File: config.mk
export PLATFORM = sky130hd
export DESIGN_NAME = fm_demodulator
export DESIGN_NICKNAME = d
export VERILOG_FILES = /design/src/rtl/fm_demodulator_pkg.sv /design/src/rtl/fm_demodulator_lock.sv /design/src/rtl/fm_demodulator.sv
export SDC_FILE = /design/constraint.sdc
export NUM_CORES = 1
export LEC_CHECK = 0
export BUFFER_PORTS_ARGS = -buffer_cell sky130_fd_sc_hd__buf_2
export CORE_MARGIN = 1.5
export CORE_UTILIZATION = 38
export CTS_CLUSTER_SIZE = 8
export DETAILED_ROUTE_END_ITERATION = 6
export GPL_TIMING_DRIVEN = 0
export PLACE_DENSITY = 0.57
export SLEW_MARGIN = 25
export SYNTH_ARGS = -nofsm -noshare
export SYNTH_HDL_FRONTEND = slang
export SYNTH_SLANG_ARGS = --single-unit
File: constraint.sdc
create_clock -name i_clk -period 3.45 [get_ports i_clk]
set_input_delay 0.69 -clock i_clk [delete_from_list [all_inputs] [get_ports i_clk]]
set_output_delay 0.69 -clock i_clk [all_outputs]
set_load 0.05 [all_outputs]
File: src/rtl/fm_demodulator_pkg.sv
// -----------------------------------------------------------------------------
// fm_demodulator_pkg
// Shared definitions for the FM receive path: the mute code, the offset-binary
// bias used on the byte stream, and the lock-detector state encoding.
// The transmitter top uses the same encodings, so keep them in step.
// No ports (package).
// -----------------------------------------------------------------------------
package fm_demodulator_pkg;

    // Output byte for "zero deviation" and for a muted (unlocked) receiver.
    localparam logic [7:0] MUTE_CODE = 8'h80;

    // Offset-binary bias: byte = signed sample + OFFSET.
    localparam int OFFSET = 128;

    // Carrier lock detector states.
    typedef enum logic {
        SEARCH = 1'b0,
        LOCKED = 1'b1
    } lock_state_e;

    // Signed 8-bit sample to offset binary. Adding 128 modulo 256 is the same
    // as flipping the sign bit.
    function automatic logic [7:0] to_offset_binary(input logic signed [7:0] sample);
        return sample ^ MUTE_CODE;
    endfunction

endpackage

File: src/rtl/fm_demodulator_lock.sv
// -----------------------------------------------------------------------------
// fm_lock_detect
// Carrier lock detector. Each measurement window delivers one in-range flag.
// In SEARCH, LOCK_WINDOWS consecutive in-range windows declare lock; in
// LOCKED, LOCK_WINDOWS consecutive out-of-range windows drop it. Any window
// that breaks a streak clears the streak counter.
//
// Ports:
//   i_clk       system clock
//   i_rst       asynchronous active-high reset
//   i_vld       one-cycle strobe, i_in_range is valid
//   i_in_range  |deviation| of the closing window is within tolerance
//   o_locked    registered lock status (high while in LOCKED)
// -----------------------------------------------------------------------------
module fm_lock_detect
    import fm_demodulator_pkg::*;
#(
    parameter int LOCK_WINDOWS = 4
) (
    input  logic i_clk,
    input  logic i_rst,
    input  logic i_vld,
    input  logic i_in_range,
    output logic o_locked
);

    localparam int RW = (LOCK_WINDOWS > 1) ? $clog2(LOCK_WINDOWS + 1) : 1;
    localparam logic [RW-1:0] LAST_STEP = RW'(LOCK_WINDOWS - 1);

    lock_state_e   state_q;
    logic [RW-1:0] run_q;
    logic [RW-1:0] miss_q;
    logic          locked_q;

    always_ff @(posedge i_clk or posedge i_rst) begin
        if (i_rst) begin
            state_q  <= SEARCH;
            run_q    <= '0;
            miss_q   <= '0;
            locked_q <= 1'b0;
        end else if (i_vld) begin
            case (state_q)
                SEARCH: begin
                    if (i_in_range) begin
                        // The window completing the streak switches state now,
                        // so it is emitted with the new lock status.
                        if (run_q == LAST_STEP) begin
                            state_q  <= LOCKED;
                            run_q    <= '0;
                            locked_q <= 1'b1;
                        end else begin
                            run_q <= run_q + RW'(1);
                        end
                    end else begin
                        run_q <= '0;
                    end
                end
                LOCKED: begin
                    if (!i_in_range) begin
                        if (miss_q == LAST_STEP) begin
                            state_q  <= SEARCH;
                            miss_q   <= '0;
                            locked_q <= 1'b0;
                        end else begin
                            miss_q <= miss_q + RW'(1);
                        end
                    end else begin
                        miss_q <= '0;
                    end
                end
                default: begin
                    state_q  <= SEARCH;
                    run_q    <= '0;
                    miss_q   <= '0;
                    locked_q <= 1'b0;
                end
            endcase
        end
    end

    assign o_locked = locked_q;

endmodule

File: src/rtl/fm_demodulator.sv
// -----------------------------------------------------------------------------
// fm_demodulator
// Counting FM discriminator. The 1-bit IF square wave is synchronised, its
// rising edges are counted over a fixed gate window, and the count deviation
// from the centre count becomes an 8-bit offset-binary sample (0x80 = centre),
// the same byte format that feeds the FM transmitter. Output is muted to 0x80
// while the carrier lock detector reports no lock.
//
// Pipeline (relative to the clock edge that closes a window):
//   edge 0 : capture edge count (including a rise in the closing cycle)
//   edge +1: deviation registered, lock detector updated
//   edge +2: sample, clip flag, lock status and strobe registered
//
// Ports:
//   i_clk      system clock
//   i_rst      asynchronous active-high reset
//   i_rf       asynchronous FM/IF square wave
//   o_dat      demodulated sample, offset binary
//   o_dat_vld  one-cycle strobe, o_dat/o_clip valid
//   o_clip     deviation saturated in this sample (qualified by o_dat_vld)
//   o_locked   carrier lock status
// -----------------------------------------------------------------------------
module fm_demodulator
    import fm_demodulator_pkg::*;
#(
    parameter int GATE_CYCLES  = 25000,
    parameter int CENTER_COUNT = 1070,
    parameter int SHIFT        = 0,
    parameter int CNT_W        = 16,
    parameter int LOCK_TOL     = 16,
    parameter int LOCK_WINDOWS = 4
) (
    input  logic       i_clk,
    input  logic       i_rst,
    input  logic       i_rf,
    output logic [7:0] o_dat,
    output logic       o_dat_vld,
    output logic       o_clip,
    output logic       o_locked
);

    localparam int GW     = (GATE_CYCLES > 1) ? $clog2(GATE_CYCLES) : 1;
    localparam int DIFF_W = CNT_W + 1;

    localparam logic [GW-1:0]            GATE_LAST = GW'(GATE_CYCLES - 1);
    localparam logic signed [DIFF_W-1:0] CENTER    = DIFF_W'(CENTER_COUNT);

    // ------------------------------------------------------------------
    // Input synchroniser plus one delay stage for rising-edge detection
    // ------------------------------------------------------------------
    logic sync1_q;
    logic sync2_q;
    logic sync3_q;
    logic rise;

    always_ff @(posedge i_clk or posedge i_rst) begin
        if (i_rst) begin
            sync1_q <= 1'b0;
            sync2_q <= 1'b0;
            sync3_q <= 1'b0;
        end else begin
            sync1_q <= i_rf;
            sync2_q <= sync1_q;
            sync3_q <= sync2_q;
        end
    end

    assign rise = sync2_q & ~sync3_q;

    // ------------------------------------------------------------------
    // Gate and edge counters
    // ------------------------------------------------------------------
    logic [GW-1:0]    gate_q,   gate_d;
    logic [CNT_W-1:0] ecnt_q,   ecnt_d;
    logic [CNT_W-1:0] cnt_q,    cnt_d;
    logic             cap_vld_q, cap_vld_d;
    logic [CNT_W-1:0] ecnt_inc;
    logic             win_end;

    always_comb begin
        win_end = (gate_q == GATE_LAST);
        gate_d  = win_end ? '0 : gate_q + GW'(1);

        // Saturate instead of wrapping so an overdriven input reads as a
        // large positive deviation rather than an aliased small one.
        ecnt_inc = (rise && (ecnt_q != '1)) ? ecnt_q + CNT_W'(1) : ecnt_q;

        // A rise in the closing cycle belongs to the closing window.
        ecnt_d    = win_end ? '0 : ecnt_inc;
        cnt_d     = win_end ? ecnt_inc : cnt_q;
        cap_vld_d = win_end;
    end

    // ------------------------------------------------------------------
    // Stage 1: deviation from centre and in-range decision
    // ------------------------------------------------------------------
    logic signed [DIFF_W-1:0] diff_q, diff_d;
    logic signed [31:0]       diff_d_ext;
    logic                     in_range;
    logic                     st1_vld_q, st1_vld_d;

    always_comb begin
        diff_d     = $signed({1'b0, cnt_q}) - CENTER;
        diff_d_ext = 32'(diff_d);
        // Two-sided compare avoids the overflow of abs() at the most
        // negative deviation.
        in_range   = (diff_d_ext <= LOCK_TOL) && (diff_d_ext >= -LOCK_TOL);
        st1_vld_d  = cap_vld_q;
    end

    logic det_locked;

    fm_lock_detect #(
        .LOCK_WINDOWS (LOCK_WINDOWS)
    ) u_lock (
        .i_clk      (i_clk),
        .i_rst      (i_rst),
        .i_vld      (cap_vld_q),
        .i_in_range (in_range),
        .o_locked   (det_locked)
    );

    // ------------------------------------------------------------------
    // Stage 2: scale, saturate, mute and strobe
    // ------------------------------------------------------------------
    logic [7:0]         dat_q,    dat_d;
    logic               vld_q,    vld_d;
    logic               clip_q,   clip_d;
    logic               locked_q, locked_d;
    logic signed [31:0] diff_q_ext;
    logic signed [31:0] shifted;
    logic [7:0]         sat_sample;
    logic               sat_clip;

    always_comb begin
        diff_q_ext = 32'(diff_q);
        shifted    = diff_q_ext >>> SHIFT;

        sat_clip   = 1'b0;
        sat_sample = shifted[7:0];
        if (shifted > 32'sd127) begin
            sat_clip   = 1'b1;
            sat_sample = 8'h7F;
        end else if (shifted < -32'sd128) begin
            sat_clip   = 1'b1;
            sat_sample = 8'h80;
        end

        dat_d    = dat_q;
        clip_d   = clip_q;
        locked_d = locked_q;
        vld_d    = st1_vld_q;
        if (st1_vld_q) begin
            // Lock state was updated one edge earlier, so the window that
            // flips it is already muted/unmuted here. Clip is reported
            // even when muted.
            dat_d    = det_locked ? to_offset_binary(sat_sample) : MUTE_CODE;
            clip_d   = sat_clip;
            locked_d = det_locked;
        end
    end

    // ------------------------------------------------------------------
    // State registers
    // ------------------------------------------------------------------
    always_ff @(posedge i_clk or posedge i_rst) begin
        if (i_rst) begin
            gate_q    <= '0;
            ecnt_q    <= '0;
            cnt_q     <= '0;
            cap_vld_q <= 1'b0;
            diff_q    <= '0;
            st1_vld_q <= 1'b0;
            dat_q     <= MUTE_CODE;
            vld_q     <= 1'b0;
            clip_q    <= 1'b0;
            locked_q  <= 1'b0;
        end else begin
            gate_q    <= gate_d;
            ecnt_q    <= ecnt_d;
            cnt_q     <= cnt_d;
            cap_vld_q <= cap_vld_d;
            if (cap_vld_q) begin
                diff_q <= diff_d;
            end
            st1_vld_q <= st1_vld_d;
            dat_q     <= dat_d;
            vld_q     <= vld_d;
            clip_q    <= clip_d;
            locked_q  <= locked_d;
        end
    end

    assign o_dat     = dat_q;
    assign o_dat_vld = vld_q;
    assign o_clip    = clip_q;
    assign o_locked  = locked_q;

endmodule

==> impl_metrics.yaml <==
setup_path:
  cp_data_arrival_time_ns: 2.64
  crit_type: "register to register"
  start_kind: "register"
  rrSetupSlack_ns: 1.01
  r2r_end: "u_lock.miss_q[1]$_DFFE_PP0P_"
  required_ns: 3.66
  critPathMaxFanout: 10
  worstReg2RegStart: "cnt_q[1]$_DFFE_PP0P_"
  r2r_cells: 8
  end_kind: "register"
layout:
  drive_gt1_share_pct: 15.4
  n_fill_cell: 1067
  nNetsFinal: 459
  area_growth_pct: 13.2
  utilization_pct: 44.7
  num_antenna_cells: 0
cts:
  cts_htree_levels: 3
  ctsLongestPathBuffers: 2
  numCtsBuffers: 9
  cts_resized: 0
  cts_hold_buffers: 0
  post_cts_buffers: 0
  clock_sinks: 88
  cts_tree: "done"
  path_clk_slew_ns: 0.06
  cts_root_buf: "clkbuf_16"
  clock_latency_ns: 0.34
placement:
  gp_congestion: 0.811
  port-buffer-count: 13
  hpwl_um: 6020
synthesis:
  synthArstFlopShare_pct: 100
  synth_top_area_share_pct: 50.4
  syn_inst: 425
  synth_edf_count: 0
  synth_cell_type_count: 63
  synthTopCellsByCount: "dfrtp_1, nor2_1, nand2_1"
  synth.yosys.seq_area_share_pct: 51.1
  yosysTopAreaCell: "dfrtp_1"
  synth_fp_nets: 434
  synth_seq_cells: 88
  synth_ff_type: "dfrtp_1"
  syn-cell-area_um2: 4320
  syn_area_per_cell_um2: 10.2
  synthTopCellsByArea: "dfrtp_1, nor2_1, xnor2_1"
  synth-warning-count: 0
  yosysMostFrequentCell: "dfrtp_1"
routing:
  wirelength_um: 8360
  drc_errors: 0
  final_antenna_net_count: 0
  drt_iter0_drc: 88
  wl_per_cell_um: 14.0
  avgViaCountPerCell: 5.11
  via_count: 3038
  drt-pass1-iter-count: 4
die:
  coreArea_um2: 10900
  ios: 14
  num_rows: 38
  die_w_um: 110
  die_area_um2: 12000
  start_util_pct: 39.5
  die_h_um: 110
grt:
  grt_overflow_total: 0
  globalRouteMet2Util_pct: 25.0
  antenna_found_initial: 0
  track_usage_pct: 15.8
  met3_usage_pct: 3.56
  gr-usage-met1_pct: 21.1
  grt_pass1_wl_um: 14700
  grt_max_degree: 52
  grt_pass1_vias: 2992
  top_usage_layer: "met2"
timing:
  max_freq_mhz: 410
  hold_viol: 0
  slew_violations: 0
  finalCritPeriodShare_pct: 70.6
  setup_viol: 0
  final.setup.tns_ns: 0
  fin_crit_ns: 2.44
  skew_ns: 0.00644
  grt_setup_unrepaired: "false"
  worst_slew_pin_slew_ns: 0.671
  max_slew_margin_pct: 55.0
hold_path:
  hp-class: "input pin to async pin"
power_and_ir_drop:
  powerDensity_nw_per_um2: 449
  vdd_drop_max_mv: 0.259
  p_leak_nw: 2.15
run_status:
  outcome: "complete, no violations"
job:
  maxCapViolations: 0
[stage by stage]
stage / setup WS [ns] / cells / hold WS [ns] / total power [mW] / instance area (µm²)
final: 1.01 / 595 / 0.343 / 2.19 / 4880
after global routing: 0.826 / 595 / 0.359 / 2.29 / 4880
after CTS: 0.985 / 595 / 0.347 / 2.23 / 4880
after global placement: -0.543 / 578 / 0.334 / 1.24 / 4560
after floorplan: 0.483 / 425 / 0.331 / 1.21 / 4320
after detailed placement: 0.996 / 579 / 0.343 / 1.25 / 4590
[routing by layer]
layer	vias up	wire length [µm]
li1	1538	-
met1	1449	4020
met2	40	3930
met3	11	261
met4	0	150
met5	-	0
[placed cells by master, fill, tap and decap left out, types with 4 or more instances in the layout]
cell type / synthesis / final
mux2_2: 7 / 7
inv_1: 15 / 14
o31ai_1: 5 / 5
ha_1: 6 / 6
nor2_1: 56 / 56
nor2b_1: 4 / 4
and3_1: 6 / 6
o21ai_0: 25 / 25
nand2b_1: 6 / 6
nor4_1: 5 / 5
or4_1: 4 / 4
dfrtp_1: 87 / 87
clkbuf_1: 6 / 6
nand3_1: 12 / 12
a21oi_1: 13 / 13
xnor2_1: 22 / 22
nor3_1: 8 / 8
clkbuf_16: 0 / 9
xor2_1: 13 / 13
a31oi_1: 4 / 4
nand2_1: 39 / 39
o22ai_1: 7 / 7
nand4_1: 8 / 8
buf_2: 5 / 18
and2_1: 4 / 4
[how the worst max path moves through the flow]
stage | start | end
after floorplan | i_rst | cap_vld_q$_DFF_PP0_
after global placement | i_rst | gate_q[12]$_DFF_PP0_
after detailed placement | cnt_q[1]$_DFFE_PP0P_ | u_lock.miss_q[1]$_DFFE_PP0P_
after CTS | cnt_q[1]$_DFFE_PP0P_ | u_lock.miss_q[2]$_DFFE_PP0P_
after global routing | cnt_q[1]$_DFFE_PP0P_ | u_lock.miss_q[2]$_DFFE_PP0P_
final | cnt_q[1]$_DFFE_PP0P_ | u_lock.miss_q[1]$_DFFE_PP0P_
[report_power, final]
group | leakage, nW | internal, mW | switching [mW] | total, mW
clock network | 0.138 | 0.561 | 0.404 | 0.965
registers | 1.19 | 1.07 | 0.0323 | 1.10
logic | 0.818 | 0.0504 | 0.0765 | 0.127
[area by class of cell]
cell class / instances / area [µm²] / share of cell area (%)
repair buffers: 14 / 92.6 / 1.90
flip-flops and latches: 88 / 2200 / 45.1
well taps: 140 / 175 / 3.59
clock inverters: 7 / 71.3 / 1.46
multi-input cells: 301 / 1920 / 39.4
clock buffers: 9 / 225 / 4.61
plain buffers: 19 / 124 / 2.54
inverters: 17 / 68.8 / 1.41
[critical path, cell delays in order (launching register included)]
cell	delay [ns]
dfrtp_1	0.54
ha_1	0.22
buf_6	0.13
a21oi_2	0.08
or3_4	0.34
a2111oi_4	0.38
o2111ai_2	0.23
o21ai_4	0.26
o21ai_0	0.13
[flip-flops by register name, summed over array words and instances, names as in the netlist]
name             cells
cap_vld_q            1
cnt_q               16
diff_q              17
ecnt_q              16
gate_q              15
o_clip               1
o_dat                8
o_dat_vld            1
o_locked             1
st1_vld_q            1
sync1_q              1
sync2_q              1
sync3_q              1
u_lock.miss_q        3
u_lock.o_locked      1
u_lock.run_q         3
u_lock.state_q       1
[logic make-up (layout without fill, tap and decap cells)]
logic type	count (synthesis)	after routing	synth area share (%)
compound gates	84	84	13.6
xor+xnor	36	36	7.74
fa+ha+maj	6	6	1.74
buf+inv	36	66	4.35
flops	88	88	51.1
mux	8	8	2.06
simple gates	167	167	19.4
Note: power is estimated with default switching activity, not from simulation.
